### src/rtl/link_table_pkg.sv
// Shared types and constants for the linked-list page manager.
package link_table_pkg;

   localparam int unsigned PAGE_NUM_LOG_DEF = 6;
   localparam int unsigned CH_NUM_LOG_DEF   = 2;

   typedef logic [PAGE_NUM_LOG_DEF-1:0] page_t;
   typedef logic [CH_NUM_LOG_DEF-1:0]   ch_t;

   localparam int unsigned ERR_W           = 3;
   localparam int unsigned ERR_DOUBLE_FREE = 0;
   localparam int unsigned ERR_RD_EMPTY    = 1;
   localparam int unsigned ERR_WR_FULL     = 2;

   typedef enum logic {
      ST_INIT = 1'b0,
      ST_RUN  = 1'b1
   } state_t;

endpackage

### src/rtl/link_table_next_ram.sv
// Next-pointer array: one write port, two combinational read ports.
module link_table_next_ram
   import link_table_pkg::*;
#(
   parameter int unsigned PAGE_NUM_LOG = PAGE_NUM_LOG_DEF
) (
   input  logic                    clk,
   input  logic                    we,
   input  logic [PAGE_NUM_LOG-1:0] waddr,
   input  logic [PAGE_NUM_LOG-1:0] wdata,
   input  logic [PAGE_NUM_LOG-1:0] raddr_a,
   output logic [PAGE_NUM_LOG-1:0] rdata_a,
   input  logic [PAGE_NUM_LOG-1:0] raddr_b,
   output logic [PAGE_NUM_LOG-1:0] rdata_b
);

   localparam int unsigned PAGE_NUM = 1 << PAGE_NUM_LOG;

   logic [PAGE_NUM_LOG-1:0] mem [PAGE_NUM];

   always_ff @(posedge clk) begin
      if (we) mem[waddr] <= wdata;
   end

   assign rdata_a = mem[raddr_a];
   assign rdata_b = mem[raddr_b];

endmodule

### src/rtl/link_table_manager.sv
// Free-page stack plus per-channel FIFO page lists sharing one next-pointer array.
// Optional sticky error reporting is built when LINK_TABLE_ERR_EN is defined.
module link_table_manager
   import link_table_pkg::*;
#(
   parameter int unsigned PAGE_NUM_LOG = PAGE_NUM_LOG_DEF,
   parameter int unsigned CH_NUM       = 4,
   parameter int unsigned CH_NUM_LOG   = CH_NUM_LOG_DEF
) (
   input  logic                    clk,
   input  logic                    rst,
   output logic                    init_done,
   input  logic                    wr_req,
   input  logic [CH_NUM_LOG-1:0]   wr_ch,
   output logic                    wr_ack,
   output logic [PAGE_NUM_LOG-1:0] wr_addr,
   input  logic                    rd_req,
   input  logic [CH_NUM_LOG-1:0]   rd_ch,
   output logic                    rd_ack,
   output logic [PAGE_NUM_LOG-1:0] rd_addr,
   output logic                    rd_last,
   input  logic                    free_req,
   input  logic [PAGE_NUM_LOG-1:0] free_addr,
   output logic                    free_ack,
   output logic [CH_NUM-1:0]       ch_empty,
   output logic                    free_empty,
   output logic [PAGE_NUM_LOG:0]   free_count,
   output logic [ERR_W-1:0]        err
);

   localparam int unsigned PAGE_NUM = 1 << PAGE_NUM_LOG;
   localparam logic [PAGE_NUM_LOG-1:0] IDX_LAST   = PAGE_NUM_LOG'(PAGE_NUM - 1);
   localparam logic [PAGE_NUM_LOG:0]   FULL_COUNT = (PAGE_NUM_LOG+1)'(PAGE_NUM);

   state_t                  state_q, state_d;
   logic [PAGE_NUM_LOG-1:0] init_idx;
   logic [PAGE_NUM_LOG-1:0] free_head;
   logic [PAGE_NUM_LOG:0]   free_count_q;
   logic [PAGE_NUM_LOG-1:0] head [CH_NUM];
   logic [PAGE_NUM_LOG-1:0] tail [CH_NUM];
   logic [CH_NUM-1:0]       ch_empty_q;

   logic                    ram_we;
   logic [PAGE_NUM_LOG-1:0] ram_waddr, ram_wdata;
   logic [PAGE_NUM_LOG-1:0] free_next, head_next;
   logic                    double_free, free_commit;

   link_table_next_ram #(.PAGE_NUM_LOG(PAGE_NUM_LOG)) u_next_ram (
      .clk     (clk),
      .we      (ram_we),
      .waddr   (ram_waddr),
      .wdata   (ram_wdata),
      .raddr_a (free_head),
      .rdata_a (free_next),
      .raddr_b (head[rd_ch]),
      .rdata_b (head_next)
   );

   always_ff @(posedge clk) begin
      if (rst) state_q <= ST_INIT;
      else     state_q <= state_d;
   end

   always_comb begin
      state_d  = state_q;
      free_ack = 1'b0;
      rd_ack   = 1'b0;
      wr_ack   = 1'b0;
      unique case (state_q)
         ST_INIT: if (init_idx == IDX_LAST) state_d = ST_RUN;
         ST_RUN: begin
            free_ack = free_req;
            rd_ack   = rd_req & ~free_req & ~ch_empty_q[rd_ch];
            wr_ack   = wr_req & ~free_req & ~rd_ack & ~free_empty;
         end
      endcase
   end

   assign init_done   = (state_q == ST_RUN);
   assign free_empty  = (free_count_q == '0);
   assign free_count  = free_count_q;
   assign ch_empty    = ch_empty_q;
   assign wr_addr     = free_head;
   assign rd_addr     = head[rd_ch];
   assign rd_last     = rd_ack & (head[rd_ch] == tail[rd_ch]);
   assign double_free = (free_count_q == FULL_COUNT);
   assign free_commit = free_ack & ~double_free;

   // Ops are mutually exclusive, so a single write port covers init, free and append.
   always_comb begin
      ram_we    = 1'b0;
      ram_waddr = init_idx;
      ram_wdata = init_idx + PAGE_NUM_LOG'(1);
      if (state_q == ST_INIT) begin
         ram_we = 1'b1;
      end else if (free_commit) begin
         ram_we    = 1'b1;
         ram_waddr = free_addr;
         ram_wdata = free_head;
      end else if (wr_ack && !ch_empty_q[wr_ch]) begin
         ram_we    = 1'b1;
         ram_waddr = tail[wr_ch];
         ram_wdata = free_head;
      end
   end

   always_ff @(posedge clk) begin
      if (rst) begin
         init_idx     <= '0;
         free_head    <= '0;
         free_count_q <= '0;
         ch_empty_q   <= '1;
         for (int unsigned i = 0; i < CH_NUM; i++) begin
            head[i] <= '0;
            tail[i] <= '0;
         end
      end else begin
         if (state_q == ST_INIT) begin
            init_idx <= init_idx + PAGE_NUM_LOG'(1);
            if (init_idx == IDX_LAST) begin
               free_head    <= '0;
               free_count_q <= FULL_COUNT;
            end
         end
         if (free_commit) begin
            free_head    <= free_addr;
            free_count_q <= free_count_q + (PAGE_NUM_LOG+1)'(1);
         end
         if (rd_ack) begin
            if (rd_last) ch_empty_q[rd_ch] <= 1'b1;
            else         head[rd_ch]       <= head_next;
         end
         if (wr_ack) begin
            free_head    <= free_next;
            free_count_q <= free_count_q - (PAGE_NUM_LOG+1)'(1);
            tail[wr_ch]  <= free_head;
            if (ch_empty_q[wr_ch]) begin
               head[wr_ch]       <= free_head;
               ch_empty_q[wr_ch] <= 1'b0;
            end
         end
      end
   end

`ifdef LINK_TABLE_ERR_EN
   logic [ERR_W-1:0] err_q;

   always_ff @(posedge clk) begin
      if (rst) begin
         err_q <= '0;
      end else if (state_q == ST_RUN) begin
         if (free_ack && double_free)                      err_q[ERR_DOUBLE_FREE] <= 1'b1;
         if (rd_req && !free_req && ch_empty_q[rd_ch])     err_q[ERR_RD_EMPTY]    <= 1'b1;
         if (wr_req && free_empty && !free_ack && !rd_ack) err_q[ERR_WR_FULL]     <= 1'b1;
      end
   end

   assign err = err_q;
`else
   assign err = '0;
`endif

endmodule

### config.mk
export PLATFORM = sky130hd
export DESIGN_NAME = link_table_manager
export DESIGN_NICKNAME = d
export VERILOG_FILES = /design/src/rtl/link_table_pkg.sv /design/src/rtl/link_table_next_ram.sv /design/src/rtl/link_table_manager.sv
export SDC_FILE = /design/constraint.sdc
export NUM_CORES = 1
export LEC_CHECK = 0
export CORE_UTILIZATION = 40
export DETAILED_ROUTE_END_ITERATION = 10
export DONT_BUFFER_PORTS = 1
export HOLD_SLACK_MARGIN = 0.12
export MAX_ROUTING_LAYER = met4
export PLACE_DENSITY_LB_ADDON = 0.2
export SYNTH_ARGS = -nofsm -noshare
export SYNTH_HDL_FRONTEND = slang
export SYNTH_SLANG_ARGS = --single-unit
### constraint.sdc
create_clock -name clk -period 15.3 [get_ports clk]
set_input_delay 0.765 -clock clk [delete_from_list [all_inputs] [get_ports clk]]
set_output_delay 0.765 -clock clk [all_outputs]
set_load 0.05 [all_outputs]
==> impl_summary.log, run 1 <==
[metrics] Crit Path Class: register to register
[metrics] min setup slack post-route: 10040 ps
[metrics] number of enable flip-flop cells after synthesis: ~430
[metrics] starting utilization of the core area: 0.406
[metrics] WP buf/inv: 1
[metrics] CP Data Required Time: between 15000 and 20000 ps
[metrics] leading cell types by count after synthesis: 432 x sky130_fd_sc_hd__edfxtp_1, 188 x sky130_fd_sc_hd__mux4_2, 114 x sky130_fd_sc_hd__nor2_1
[metrics] library cell with the highest instance count after synthesis: sky130_fd_sc_hd__edfxtp_1
[metrics] highest clock rate: 190 MHz
[metrics] share of the cycle needed by the critical path after routing: 0.344
[metrics] final estimated routing congestion in global placement: roughly 0.94
[metrics] number of vias in the routed layout: 13500
[metrics] maximum fanout along the worst path: 22
[metrics] die outline height: 239 um
[metrics] Leakage: just under 8 nW
[metrics] initial detailed-routing violation count: around 1600
[metrics] number of top-level pins: 47
[metrics] Overflow after GRT: 0
[metrics] r2r worst-path depth: 7
[metrics] share of post-route cells with drive strength above 1: 0.218
[metrics] global-route wire length before repair: roughly 100000 um
[metrics] nets: approximately 1400
[metrics] clock period minus worst slack: about 5300 ps
[metrics] largest family of logic cells by synthesized area: multiplexers
[metrics] ANT nets after route: 0
[metrics] Area growth syn-to-layout: 10.0%
[metrics] count of distinct cell types in the synthesized netlist: 71
[metrics] type of destination of the critical path: register
[metrics] post-route DRC violation count: 0
[metrics] cell count after placement: 2063
[metrics] Resized cells post-CTS: 0
[metrics] delay of the slowest cell on the worst path: roughly 900 ps
[metrics] count of input and output buffers: 0
[metrics] per-instance average area after synthesis: 16.1 um^2
[metrics] drt first pass iters: 6
[metrics] post-route cell area: roughly 0.025 mm^2
[metrics] simple-gate share of the synthesized area: 0.0759
[metrics] number of antenna cells inserted: 0
[metrics] Worst Max-Slew Pin Slew: 1120 ps
[metrics] final setup vio count: 0
[metrics] Warnings, synthesis: 0
[metrics] hpwl dp: roughly 45000 um
[metrics] vias in the first global route: 13500
[metrics] number of buffers inserted for hold repair after clock tree synthesis: 0
[metrics] utilization of the core after routing: 0.446
[metrics] clock latency of the later-clocked register in the worst-skew pair: slightly above 600 ps
[metrics] Worst slew margin: 0.256
[metrics] share of the synthesized area in the top cell type: 0.578
[metrics] Startpoint Class: register
[metrics] setup TNS: 0 ps
[metrics] Die Footprint: ~0.057 mm^2
[metrics] clk root buf: sky130_fd_sc_hd__clkbuf_16
[metrics] cell area after synthesis: between 0.02 and 0.025 mm^2
[metrics] IR Drop Worst-Case VDD: between 0.09 and 0.1 mV
[metrics] power density relative to cell area: about 110 mW/mm^2
[metrics] final hold violation count: 0
[metrics] aggregate global-route resource usage: 0.248
[metrics] maximum number of buffers from clock root to sink: 3
[metrics] Filler Cell Count: around 5000
[metrics] Final Non-Filler Cells: 2154
[metrics] total wire length: a little under 70000 um
[metrics] dominant cell type by area after synthesis: sky130_fd_sc_hd__edfxtp_1
[metrics] area of combinational cells with multiple inputs: ~0.0084 mm^2
[metrics] clock sink count: about 460
[metrics] detail-routed via count per cell: 6.27
[metrics] CORE AREA: between 0.05 and 0.06 mm^2
[metrics] adder-cell share of the synthesized area: 0.00167
[metrics] overall power: ~2.8 mW
[metrics] total number of cells along the worst setup path: 7
[metrics] TritonCTS Buffers: 50
[metrics] worst slack at placement: around 10000 ps
[metrics] # Post-CTS Setup Buffers: 0
[metrics] CTS tree: yes
[metrics] x dimension of the die: about 240 um
[metrics] compound-cell area share of the yosys netlist: 0.0496
[metrics] depth of the CTS H-tree: 2
[metrics] Post-Place Cell Area: around 0.023 mm^2
[metrics] hold depth: 1
[metrics] clock skew after layout: between 30 and 40 ps
[metrics] category of cells accounting for the largest share of critical-path delay: simple AND/OR/NAND/NOR gates
[metrics] number of storage elements in the synthesis netlist: roughly 460
[metrics] arrival time reported for the critical path endpoint: between 5000 and 6000 ps
[metrics] clock slew at reported path FFs: ~70 ps
[metrics] number of placement rows: 86
[metrics] number of pins with negative max-slew slack in the final report: 0
[metrics] top cells by area in the synthesized netlist: sky130_fd_sc_hd__edfxtp_1 58%, sky130_fd_sc_hd__mux4_2 19%, sky130_fd_sc_hd__mux2i_1 4.5%, sky130_fd_sc_hd__dfxtp_1 2.7%, sky130_fd_sc_hd__nor2_1 1.9%
[metrics] gate count of the mapped netlist: 1392
[metrics] fraction of synthesis flops using an asynchronous set or reset pin: 0
[metrics] share of cell area taken by muxes after synthesis: 0.237
[metrics] sequential share of the synthesized area: 0.605
[metrics] Max stage delay cell, worst path: sky130_fd_sc_hd__dfxtp_1
[metrics] class of the tightest hold or removal check: input pin to register
[metrics] WL/cell: about 31 um
[metrics] xor/xnor cell area share of the yosys netlist: 0.00507
[metrics] initial antenna violation count: 1
[metrics] Final Hold Slack: around 240 ps
[metrics] Max Cap Violations: 0
[metrics] storage element area: between 0.01 and 0.015 mm^2
[metrics] RSZ-0062 raised after global routing: no
[metrics] largest net degree at the start of global routing: 65
[metrics] dominant synthesized flop cell: sky130_fd_sc_hd__edfxtp_1
[metrics] cell-by-cell listing of the critical path: nand2_1, inv_2, o21a_1, nand2b_1, o221a_2, nand3_1, nor2_1
[metrics] status: completed
-- layout make-up --
cell class	count	share of cell area
Timing Repair Buffer	20	0.00608
Clock inverter	30	0.0116
Multi-Input combinational cell	814	0.339
Sequential cell	462	0.550
Tap cell	748	0.0379
Clock buffer	61	0.0524
Inverter	19	0.00309
-- flip-flops by register name, summed over array words and instances, names as in the netlist, named ones only --
name / count
init_idx: 6
u_next_ram.mem: 384
free_count: 7
tail: 24
ch_empty: 4
head: 24
wr_addr: 6
init_done: 1
-- worst paths after layout --
| kind | from | end | slack, ps |
|---|---|---|---|
| setup / recovery | init_done | u_next_ram.mem[42][4] | 10040 |
| hold / removal | rst | register | 240 |
| setup reg to reg | init_done | u_next_ram.mem[42][4] | 10040 |
| hold reg to reg | init_idx[5] | init_done | 560 |
-- layout by cell type, fill, tap and decap left out, types with 4 or more instances in the layout --
| master | instances |
|---|---|
| sky130_fd_sc_hd__a2111oi_0 | 6 |
| sky130_fd_sc_hd__a211oi_1 | 19 |
| sky130_fd_sc_hd__a21oi_1 | 24 |
| sky130_fd_sc_hd__a222oi_1 | 6 |
| sky130_fd_sc_hd__a22o_1 | 4 |
| sky130_fd_sc_hd__a22oi_1 | 16 |
| sky130_fd_sc_hd__a32o_1 | 4 |
| sky130_fd_sc_hd__and2_1 | 38 |
| sky130_fd_sc_hd__and3_1 | 14 |
| sky130_fd_sc_hd__buf_4 | 20 |
| sky130_fd_sc_hd__bufinv_16 | 5 |
| sky130_fd_sc_hd__clkbuf_1 | 11 |
| sky130_fd_sc_hd__clkbuf_16 | 50 |
| sky130_fd_sc_hd__clkinv_1 | 12 |
| sky130_fd_sc_hd__clkinv_2 | 8 |
| sky130_fd_sc_hd__dfxtp_1 | 27 |
| sky130_fd_sc_hd__edfxtp_1 | 432 |
| sky130_fd_sc_hd__inv_1 | 11 |
| sky130_fd_sc_hd__inv_2 | 7 |
| sky130_fd_sc_hd__inv_6 | 4 |
| sky130_fd_sc_hd__mux2i_1 | 101 |
| sky130_fd_sc_hd__mux4_2 | 187 |
| sky130_fd_sc_hd__nand2_1 | 79 |
| sky130_fd_sc_hd__nand2b_1 | 15 |
| sky130_fd_sc_hd__nand3_1 | 23 |
| sky130_fd_sc_hd__nand3b_1 | 5 |
| sky130_fd_sc_hd__nand4_1 | 8 |
| sky130_fd_sc_hd__nor2_1 | 114 |
| sky130_fd_sc_hd__nor2b_1 | 25 |
| sky130_fd_sc_hd__nor3_1 | 11 |
| sky130_fd_sc_hd__nor4_1 | 8 |
| sky130_fd_sc_hd__o21a_1 | 6 |
| sky130_fd_sc_hd__o21ai_0 | 5 |
| sky130_fd_sc_hd__o21ai_1 | 7 |
| sky130_fd_sc_hd__o21ai_4 | 5 |
| sky130_fd_sc_hd__o221a_2 | 4 |
| sky130_fd_sc_hd__o31a_1 | 5 |
| sky130_fd_sc_hd__xnor2_1 | 6 |
| sky130_fd_sc_hd__xor2_1 | 7 |
-- where the power goes --
group	internal [mW]	total [mW]	switching [mW]
Clock	0.684	1.19	0.506
Combinational	0.0680	0.215	0.147
Sequential	1.40	1.40	0.00607
-- routing by layer --
layer | vias up | wire (um) | global-route usage
met5 | - | 0 | -
met1 | 7109 | 28200 | 0.340
met4 | 0 | 1620 | 0.0682
li1 | 5597 | - | -
met3 | 104 | 6120 | 0.0521
met2 | 693 | 31300 | 0.376
-- kinds of logic after synthesis --
| logic type | count (synthesis) |
|---|---|
| xor gates and xnor gates | 13 |
| AOI/OAI and AO/OA | 148 |
| other | 1 |
| buffers and inverters | 118 |
| muxes | 295 |
| and+or+nand+nor | 352 |
| DFF | 462 |
| adders and majority gates | 3 |
Power figures use the tool's default switching activity.
==> run 2, diff against run 1 <==
ABC_AREA = 1   (was not set)
clock period = 4.3 ns   (was 15.3 ns; I/O delays follow)
==> run 2 against run 1 <==
Die area increased by 5.5%. Synthesized area increased by 5.6%. Sequential share of layout area decreased by 3.8 points. Clock skew decreased by 3.3 ps. Wire length increased by 26%. Synthesized cell count increased by 88%. Total power increased to 3.7 times the previous value. Non-clock buffer count increased by 69. Maximum frequency increased by 41%. Global-route usage increased by 4.1 points. Critical path type unchanged. Largest power group unchanged. Highest routed layer unchanged.
==> impl_summary.log, run 2 <==
[metrics] status: completed
[metrics] CP Data Required Time: 4550 ps (-10980 ps)
[metrics] clock skew after layout: 29.8 ps (-3.32 ps)
[metrics] class of the tightest hold or removal check: input pin to register
[metrics] fraction of synthesis flops using an asynchronous set or reset pin: 0 (unchanged)
[metrics] number of top-level pins: 47 (unchanged)
[metrics] worst slack at placement: 686 ps (-9400 ps)
[metrics] Reg with most FFs: u_next_ram.mem
[metrics] max reg flops: 384 (unchanged)
[metrics] min setup slack post-route: 578 ps (-9460 ps)
[metrics] per-instance average area after synthesis: 9.07 um^2 (-44%)
[metrics] highest clock rate: 269 MHz (+41%)
[metrics] maximum fanout along the worst path: 10 (-55%)
[metrics] Overflow after GRT: 0 (unchanged)
[metrics] number of enable flip-flop cells after synthesis: 432 (unchanged)
[metrics] startpoint of the lowest-slack register-to-register path: ch_empty[2]
[metrics] Worst slew margin: 0.267 (+0.0115)
[metrics] final hold violation count: 0 (unchanged)
[metrics] WL met3: 9310 um (+52%)
[metrics] Filler Cell Count: 5509 (+13%)
[metrics] vias in the first global route: 19900 (+47%)
[metrics] Final Hold Slack: 166 ps (-68.8 ps)
[metrics] cell area after synthesis: 0.0237 mm^2 (+5.6%)
[metrics] post-route DRC violation count: 0 (unchanged)
[metrics] dominant cell type by area after synthesis: sky130_fd_sc_hd__edfxtp_1
[metrics] Crit Path Class: register to register
[metrics] final setup vio count: 0 (unchanged)
[metrics] utilization of the core after routing: 0.456 (+0.00982)
[metrics] die outline height: 245 um (+2.7%)
[metrics] number of pins with negative max-slew slack in the final report: 0 (unchanged)
[metrics] crit-path most repeated cell: sky130_fd_sc_hd__nand2_1
[metrics] library cell with the highest instance count after synthesis: sky130_fd_sc_hd__nand3_1
[metrics] Max stage delay cell, worst path: sky130_fd_sc_hd__nor2_1
[metrics] CTS tree: yes
[metrics] number of placement rows: 88 (+2.3%)
[metrics] largest registers: u_next_ram.mem (384), head (24), tail (24)
[metrics] global-route wire length before repair: 127000 um (+30%)
[metrics] Startpoint Class: register
[metrics] leading cell types by count after synthesis: 571 x sky130_fd_sc_hd__nand3_1, 432 x sky130_fd_sc_hd__edfxtp_1, 424 x sky130_fd_sc_hd__nand2_1
[metrics] clock sink count: 462 (unchanged)
[metrics] storage element area: 0.0136 mm^2 (about the same)
[metrics] share of the cycle needed by the critical path after routing: 0.866 (+0.522)
[metrics] Worst Max-Slew Pin Slew: 1100 ps (-17.2 ps)
[metrics] clock period minus worst slack: 3720 ps (-1540 ps)
[metrics] cell-by-cell listing of the critical path: inv_1, o21bai_1, nor2_2, nand3_4, nand3b_4, nor2_8, nand2_1, o21ai_1, nand2_1, nand2_1, inv_2, nor2_1, nand2_1, nor2_1
[metrics] number of storage elements in the synthesis netlist: 462 (unchanged)
[metrics] delay of the slowest cell on the worst path: 690 ps (-210 ps)
[metrics] hpwl dp: 53100 um (+18%)
[metrics] met2 WL post-DR: 37300 um (+19%)
[metrics] starting utilization of the core area: 0.407 (+0.00170)
[metrics] clock slew at reported path FFs: 70 ps (about the same)
[metrics] # Post-CTS Setup Buffers: 0 (unchanged)
[metrics] area of combinational cells with multiple inputs: 0.00909 mm^2 (+8.6%)
[metrics] most frequent standard cell in the layout excluding fill and tap cells: sky130_fd_sc_hd__nand3_1
[metrics] drt first pass iters: 6 (unchanged)
[metrics] x dimension of the die: 245 um (+2.7%)
[metrics] Min-Delay Endpoint: ch_empty[3]
[metrics] nets: 2584 (+87%)
[metrics] Warnings, synthesis: 0 (unchanged)
[metrics] number of antenna cells inserted: 0 (unchanged)
[metrics] sequential share of the synthesized area: 0.573 (-0.0318)
[metrics] ANT nets after route: 0 (unchanged)
[metrics] overall power: 10.3 mW (+270%)
[metrics] type of destination of the critical path: register
[metrics] CORE AREA: 0.0581 mm^2 (+5.1%)
[metrics] WP buf/inv: 2 (+1)
[metrics] initial antenna violation count: 0 (-1)
[metrics] IR Drop Worst-Case VDD: 0.450 mV (+370%)
[metrics] aggregate global-route resource usage: 0.289 (+0.0410)
[metrics] clock latency of the later-clocked register in the worst-skew pair: 620 ps (about the same)
[metrics] detail-routed via count per cell: 6.24 (-0.54%)
[metrics] routed metal-1 wire length: 35000 um (+24%)
[metrics] top cells by area in the synthesized netlist: sky130_fd_sc_hd__edfxtp_1 55%, sky130_fd_sc_hd__nand3_1 12%, sky130_fd_sc_hd__nand2_1 6.7%, sky130_fd_sc_hd__o21ai_0 5.4%, sky130_fd_sc_hd__nor2_1 5.1%
[metrics] top layer used by detailed routing: met4
[metrics] power density relative to cell area: 388 mW/mm^2 (+240%)
[metrics] Max Cap Violations: 0 (unchanged)
[metrics] number of vias in the routed layout: 21000 (+56%)
[metrics] initial detailed-routing violation count: 2786 (+77%)
[metrics] hold depth: 5 (+4)
[metrics] total wire length: 85000 um (+26%)
[metrics] arrival time reported for the critical path endpoint: 3970 ps (-1520 ps)
[metrics] clk root buf: sky130_fd_sc_hd__clkbuf_16
[metrics] largest net degree at the start of global routing: 103 (+58%)
[metrics] count of distinct cell types in the synthesized netlist: 47 (-34%)
[metrics] dominant synthesized flop cell: sky130_fd_sc_hd__edfxtp_1
[metrics] share of the synthesized area in the top cell type: 0.548 (-0.0304)
[metrics] most used cells in the layout excluding fill and tap cells: 570 x sky130_fd_sc_hd__nand3_1, 432 x sky130_fd_sc_hd__edfxtp_1, 421 x sky130_fd_sc_hd__nand2_1, 322 x sky130_fd_sc_hd__nor2_1, 248 x sky130_fd_sc_hd__o21ai_0
[metrics] Leakage: 9.49 nW (+23%)
[metrics] category of cells accounting for the largest share of critical-path delay: simple AND/OR/NAND/NOR gates
[metrics] worst hold start: wr_ch[1]
[metrics] setup TNS: 0 ps (unchanged)
[metrics] TritonCTS Buffers: 50 (unchanged)
[metrics] Die Footprint: 0.0602 mm^2 (+5.5%)
[metrics] depth of the CTS H-tree: 2 (unchanged)
[metrics] r2r worst-path depth: 14 (+7)
[metrics] setup slack of the worst register-to-register path: 580 ps (-9460 ps)
[metrics] reg-to-reg critical path endpoint: u_next_ram.mem[45][4]
[metrics] final estimated routing congestion in global placement: 0.977 (+4.3%)
[metrics] maximum number of buffers from clock root to sink: 3 (unchanged)
[metrics] share of post-route cells with drive strength above 1: 0.0844 (-0.134)
[metrics] Area growth syn-to-layout: 12.0%
[metrics] count of input and output buffers: 0 (unchanged)
[metrics] WL/cell: 25.2 um (-19%)
[metrics] gate count of the mapped netlist: 2613 (+88%)
[metrics] RSZ-0062 raised after global routing: no
run 2: cell count changes in the layout (fill, tap and decap cells not counted), sizes merged, moves of 20 or more:
cell,change
o21ai,+240
nand3,+558
nor2b,-24
buf,+51
nand2,+356
and2,-38
nor2,+221
inv,+78
mux4,-188
o22ai,+84
a21oi,+37
a211oi,-20
o211ai,+25
mux2i,-101
run 2: area by class of cell:
class,count,area share
sequential,462,0.512
tap,765,0.0361
multi-input combinational,1864,0.343
inverter,99,0.0141
clock inverter,29,0.0105
clock buffer,64,0.0511
timing repair buffer,89,0.0335
run 2: stage by stage:
stage                     std cells  cell area (um^2)
final                          3372             26500
after global routing           3372             26500
after CTS                      3372             26500
after detailed placement       3261             24700
after global placement         3261             24700
after floorplan                2615             23700
run 2: power breakdown:
group          internal, mW  switching [mW]  total, mW
sequential             4.97          0.0241       4.99
clock                  2.48            1.84       4.32
combinational         0.248           0.727      0.976
total                  7.70            2.59       10.3
run 2: repair_timing:
action,CTS,global route
resized for setup,0,0
hold buffers,18,0
endpoints found under the hold margin,61,0
run 2: how the worst max path moves through the flow:
stage	startpoint	end	cells past startpoint
after CTS	ch_empty[2]	u_next_ram.mem[32][1]	11
after global routing	ch_empty[2]	u_next_ram.mem[45][4]	14
after detailed placement	ch_empty[2]	u_next_ram.mem[45][5]	14
after floorplan	free_count[0]	u_next_ram.mem[0][1]	11
final	ch_empty[2]	u_next_ram.mem[45][4]	14
after global placement	ch_empty[2]	u_next_ram.mem[48][1]	11
run 2: metal layers:
layer,GRT usage,vias to the layer above
li1,-,9221
met1,0.399,10200
met2,0.423,1379
met3,0.0505,206
met4,0.115,0
met5,-,-
run 2: cell families after synthesis:
family | count (synthesis) | synth area share
AOI/OAI and AO/OA | 458 | 0.109
adders and majority gates | 3 | 0.00158
DFF | 462 | 0.573
xor gates and xnor gates | 12 | 0.00444
other | 1 | 0.000158
buffers and inverters | 289 | 0.0489
and+or+nand+nor | 1388 | 0.263
run 2: worst min-delay path, cell delays in order:
cell and delay (ps):
sky130_fd_sc_hd__nand2_1 120, sky130_fd_sc_hd__inv_1 160, sky130_fd_sc_hd__nand4_1 120, sky130_fd_sc_hd__o21ai_0 80, sky130_fd_sc_hd__nand2_1 60
==> run 3, diff against run 2 <==
CORE_UTILIZATION = 30   (was 40)
==> run 3 against run 2 <==
Sequential share of layout area is 0.93 points lower. Final area up 1.9%. Utilization shrank 11 points. Maximum frequency grew 4.4%. Clock skew up 1.8 ps. Die area is 33% higher. Sequential power about the same. Wire length increased by 5.7%. Final cell count rose by 8.4%. Non-clock buffer count is 3 higher. Setup slack improved by 160 ps. Sequential cell count unchanged.
==> impl_summary.log, run 3 (synthesis gave the netlist of run 2 again) <==
[metrics] nets: 2589 (+0.19%)
[metrics] area of combinational cells with multiple inputs: 0.00909 mm^2 (unchanged)
[metrics] class of the tightest hold or removal check: input pin to register
[metrics] vias in the first global route: 20200 (+1.5%)
[metrics] reg-to-reg critical path endpoint: u_next_ram.mem[20][4]
[metrics] fraction of power consumed by the clock network: 0.433 (+0.013)
[metrics] IR Drop Worst-Case VDD: 0.260 mV (-42%)
[metrics] Crit Path Class: register to register
[metrics] final hold violation count: 0 (unchanged)
[metrics] Resized cells post-CTS: 0 (unchanged)
[metrics] Reg with most FFs: u_next_ram.mem
[metrics] clock latency of the later-clocked register in the worst-skew pair: 610 ps (about the same)
[metrics] number of pins with negative max-slew slack in the final report: 0 (unchanged)
[metrics] # Post-CTS Setup Buffers: 0 (unchanged)
[metrics] WL/cell: 24.6 um (-2.5%)
[metrics] share of the cycle needed by the critical path after routing: 0.829 (-0.0363)
[metrics] drt first pass iters: 6 (unchanged)
[metrics] clock slew at reported path FFs: 60 ps (about the same)
[metrics] maximum number of buffers from clock root to sink: 3 (unchanged)
[metrics] status: completed
[metrics] Filler Cell Count: 7845 (+42%)
[metrics] power density relative to cell area: 390 mW/mm^2 (+0.68%)
[metrics] clock skew after layout: 31.6 ps (+1.76 ps)
[metrics] number of placement rows: 102 (+16%)
[metrics] largest registers: u_next_ram.mem (384), head (24), tail (24)
[metrics] Final Hold Slack: 195 ps (+29.0 ps)
[metrics] CTS tree: yes
[metrics] Worst Max-Slew Pin Slew: 1430 ps (+329 ps)
[metrics] Area growth syn-to-layout: 14.0%
[metrics] maximum fanout along the worst path: 10 (unchanged)
[metrics] Max Cap Violations: 0 (unchanged)
[metrics] initial antenna violation count: 2 (+2)
[metrics] detail-routed via count per cell: 5.74 (-7.9%)
[metrics] total wire length: 89800 um (+5.7%)
[metrics] final estimated routing congestion in global placement: 0.928 (-5.0%)
[metrics] Die Footprint: 0.0801 mm^2 (+33%)
[metrics] Switching Share: 0.248 (-0.00357)
[metrics] startpoint of the lowest-slack register-to-register path: free_count[0]
[metrics] CORE AREA: 0.0778 mm^2 (+34%)
[metrics] global-route wire length before repair: 133000 um (+4.1%)
[metrics] Combinational Power Share: 0.094 (about the same)
[metrics] max reg flops: 384 (unchanged)
[metrics] hold depth: 5 (unchanged)
[metrics] TritonCTS Buffers: 52 (+4.0%)
[metrics] arrival time reported for the critical path endpoint: 3800 ps (-170 ps)
[metrics] sequential fraction of design power: 0.473 (-0.013)
[metrics] Net Sw Power: 2.62 mW (+1.1%)
[metrics] die outline height: 283 um (+15%)
[metrics] count of input and output buffers: 0 (unchanged)
[metrics] type of destination of the critical path: register
[metrics] Startpoint Class: register
[metrics] clock sink count: 462 (unchanged)
[metrics] most frequent standard cell in the layout excluding fill and tap cells: sky130_fd_sc_hd__nand3_1
[metrics] starting utilization of the core area: 0.304 (-0.103)
[metrics] setup slack of the worst register-to-register path: 730 ps (+160 ps)
[metrics] storage element area: 0.0136 mm^2 (about the same)
[metrics] x dimension of the die: 283 um (+15%)
[metrics] initial detailed-routing violation count: 2907 (+4.3%)
[metrics] hpwl dp: 53300 um (+0.34%)
[metrics] number of vias in the routed layout: 21000 (-0.19%)
[metrics] worst hold start: wr_ch[0]
[metrics] most used cells in the layout excluding fill and tap cells: 570 x sky130_fd_sc_hd__nand3_1, 432 x sky130_fd_sc_hd__edfxtp_1, 421 x sky130_fd_sc_hd__nand2_1, 322 x sky130_fd_sc_hd__nor2_1, 248 x sky130_fd_sc_hd__o21ai_0
[metrics] Min-Delay Endpoint: ch_empty[1]
[metrics] aggregate global-route resource usage: 0.225 (-0.0648)
[metrics] CP Data Required Time: 4530 ps (-20 ps)
[metrics] Overflow after GRT: 0 (unchanged)
[metrics] clk root buf: sky130_fd_sc_hd__clkbuf_16
[metrics] r2r worst-path depth: 15 (+1)
[metrics] utilization of the core after routing: 0.347 (-0.109)
[metrics] Worst slew margin: 0.0478 (-0.219)
[metrics] highest clock rate: 280 MHz (+4.4%)
[metrics] clock period minus worst slack: 3570 ps (-156 ps)
[metrics] Internal Pwr Total: 7.93 mW (+3.0%)
[metrics] depth of the CTS H-tree: 2 (unchanged)
[metrics] largest net degree at the start of global routing: 197 (+91%)
[metrics] post-route DRC violation count: 0 (unchanged)
[metrics] number of buffers inserted for hold repair after clock tree synthesis: 17 (-1)
[metrics] Leakage: 9.58 nW (+0.94%)
[metrics] ANT nets after route: 0 (unchanged)
[metrics] final setup vio count: 0 (unchanged)
[metrics] number of top-level pins: 47 (unchanged)
[metrics] share of post-route cells with drive strength above 1: 0.0858 (+0.00137)
[metrics] RSZ-0062 raised after global routing: no
## run 3: cell types whose count changed in the layout (fill, tap and decap cells not counted), sizes merged
cell	delta
buf	+4
bufinv	+2
clkbuf	+5
clkinv	-1
clkinvlp	-1
diode	+2
dlygate4sd3	-1
inv	-3
## run 3: routing by layer
metal	part of all wire	vias up	GRT usage
met2	0.45	1237	0.339
met3	0.091	237	0.0369
li1	-	9229	-
met1	0.42	10300	0.302
met5	0	-	-
met4	0.037	0	0.0834
## run 3: through the flow
step	total power, mW	setup slack, ps	TNS, ps	std cells	cell area, um^2
finish	10.5	734	0	3654	27000
global route	10.8	454	0	3654	27000
CTS	10.6	766	0	3652	27000
detailed placement	6.04	775	0	3540	25100
global placement	6.04	748	0	3540	25100
floorplan	5.65	-1050	-402590	2615	23700
## run 3: final cells by class
class,count,area share
antenna,2,0.000185
clock buffer,69,0.0536
clock inverter,26,0.0106
inverter,99,0.0138
multi-input combinational,1864,0.336
sequential,462,0.503
tap,1040,0.0482
timing repair buffer,92,0.0345
## run 3: power groups by stage
stage / clock network [mW] / registers [mW] / logic (mW)
CTS: 4.64 / 4.99 / 0.974
finish: 4.56 / 4.99 / 0.993
floorplan: 0 / 5.09 / 0.556
global placement: 0 / 5.09 / 0.951
global route: 4.80 / 4.99 / 1.06
detailed placement: 0 / 5.09 / 0.954
## run 3: worst max path at each step
stage	slack [ps]	cells after the start	end	from
global placement	750	15	u_next_ram.mem[20][4]	free_count[0]
finish	730	15	u_next_ram.mem[20][4]	free_count[0]
global route	450	12	u_next_ram.mem[37][2]	init_done
detailed placement	780	15	u_next_ram.mem[20][4]	free_count[0]
floorplan	-1050	11	u_next_ram.mem[0][1]	free_count[0]
CTS	770	15	u_next_ram.mem[20][5]	free_count[0]
## run 3: critical path: stages, from the launching register on
cell                       delay (ps)
sky130_fd_sc_hd__dfxtp_1          310
sky130_fd_sc_hd__inv_1             80
sky130_fd_sc_hd__ha_1             180
sky130_fd_sc_hd__inv_1             60
sky130_fd_sc_hd__nor3_2           180
sky130_fd_sc_hd__nand3_2          160
sky130_fd_sc_hd__nor2_2           220
sky130_fd_sc_hd__nand3b_4         240
sky130_fd_sc_hd__nor2_8            70
sky130_fd_sc_hd__o21ai_1          120
sky130_fd_sc_hd__nand2_1           60
sky130_fd_sc_hd__nand2_1          130
sky130_fd_sc_hd__inv_2             50
sky130_fd_sc_hd__nor2_1           120
sky130_fd_sc_hd__nand2_1          500
sky130_fd_sc_hd__nor2_1           700
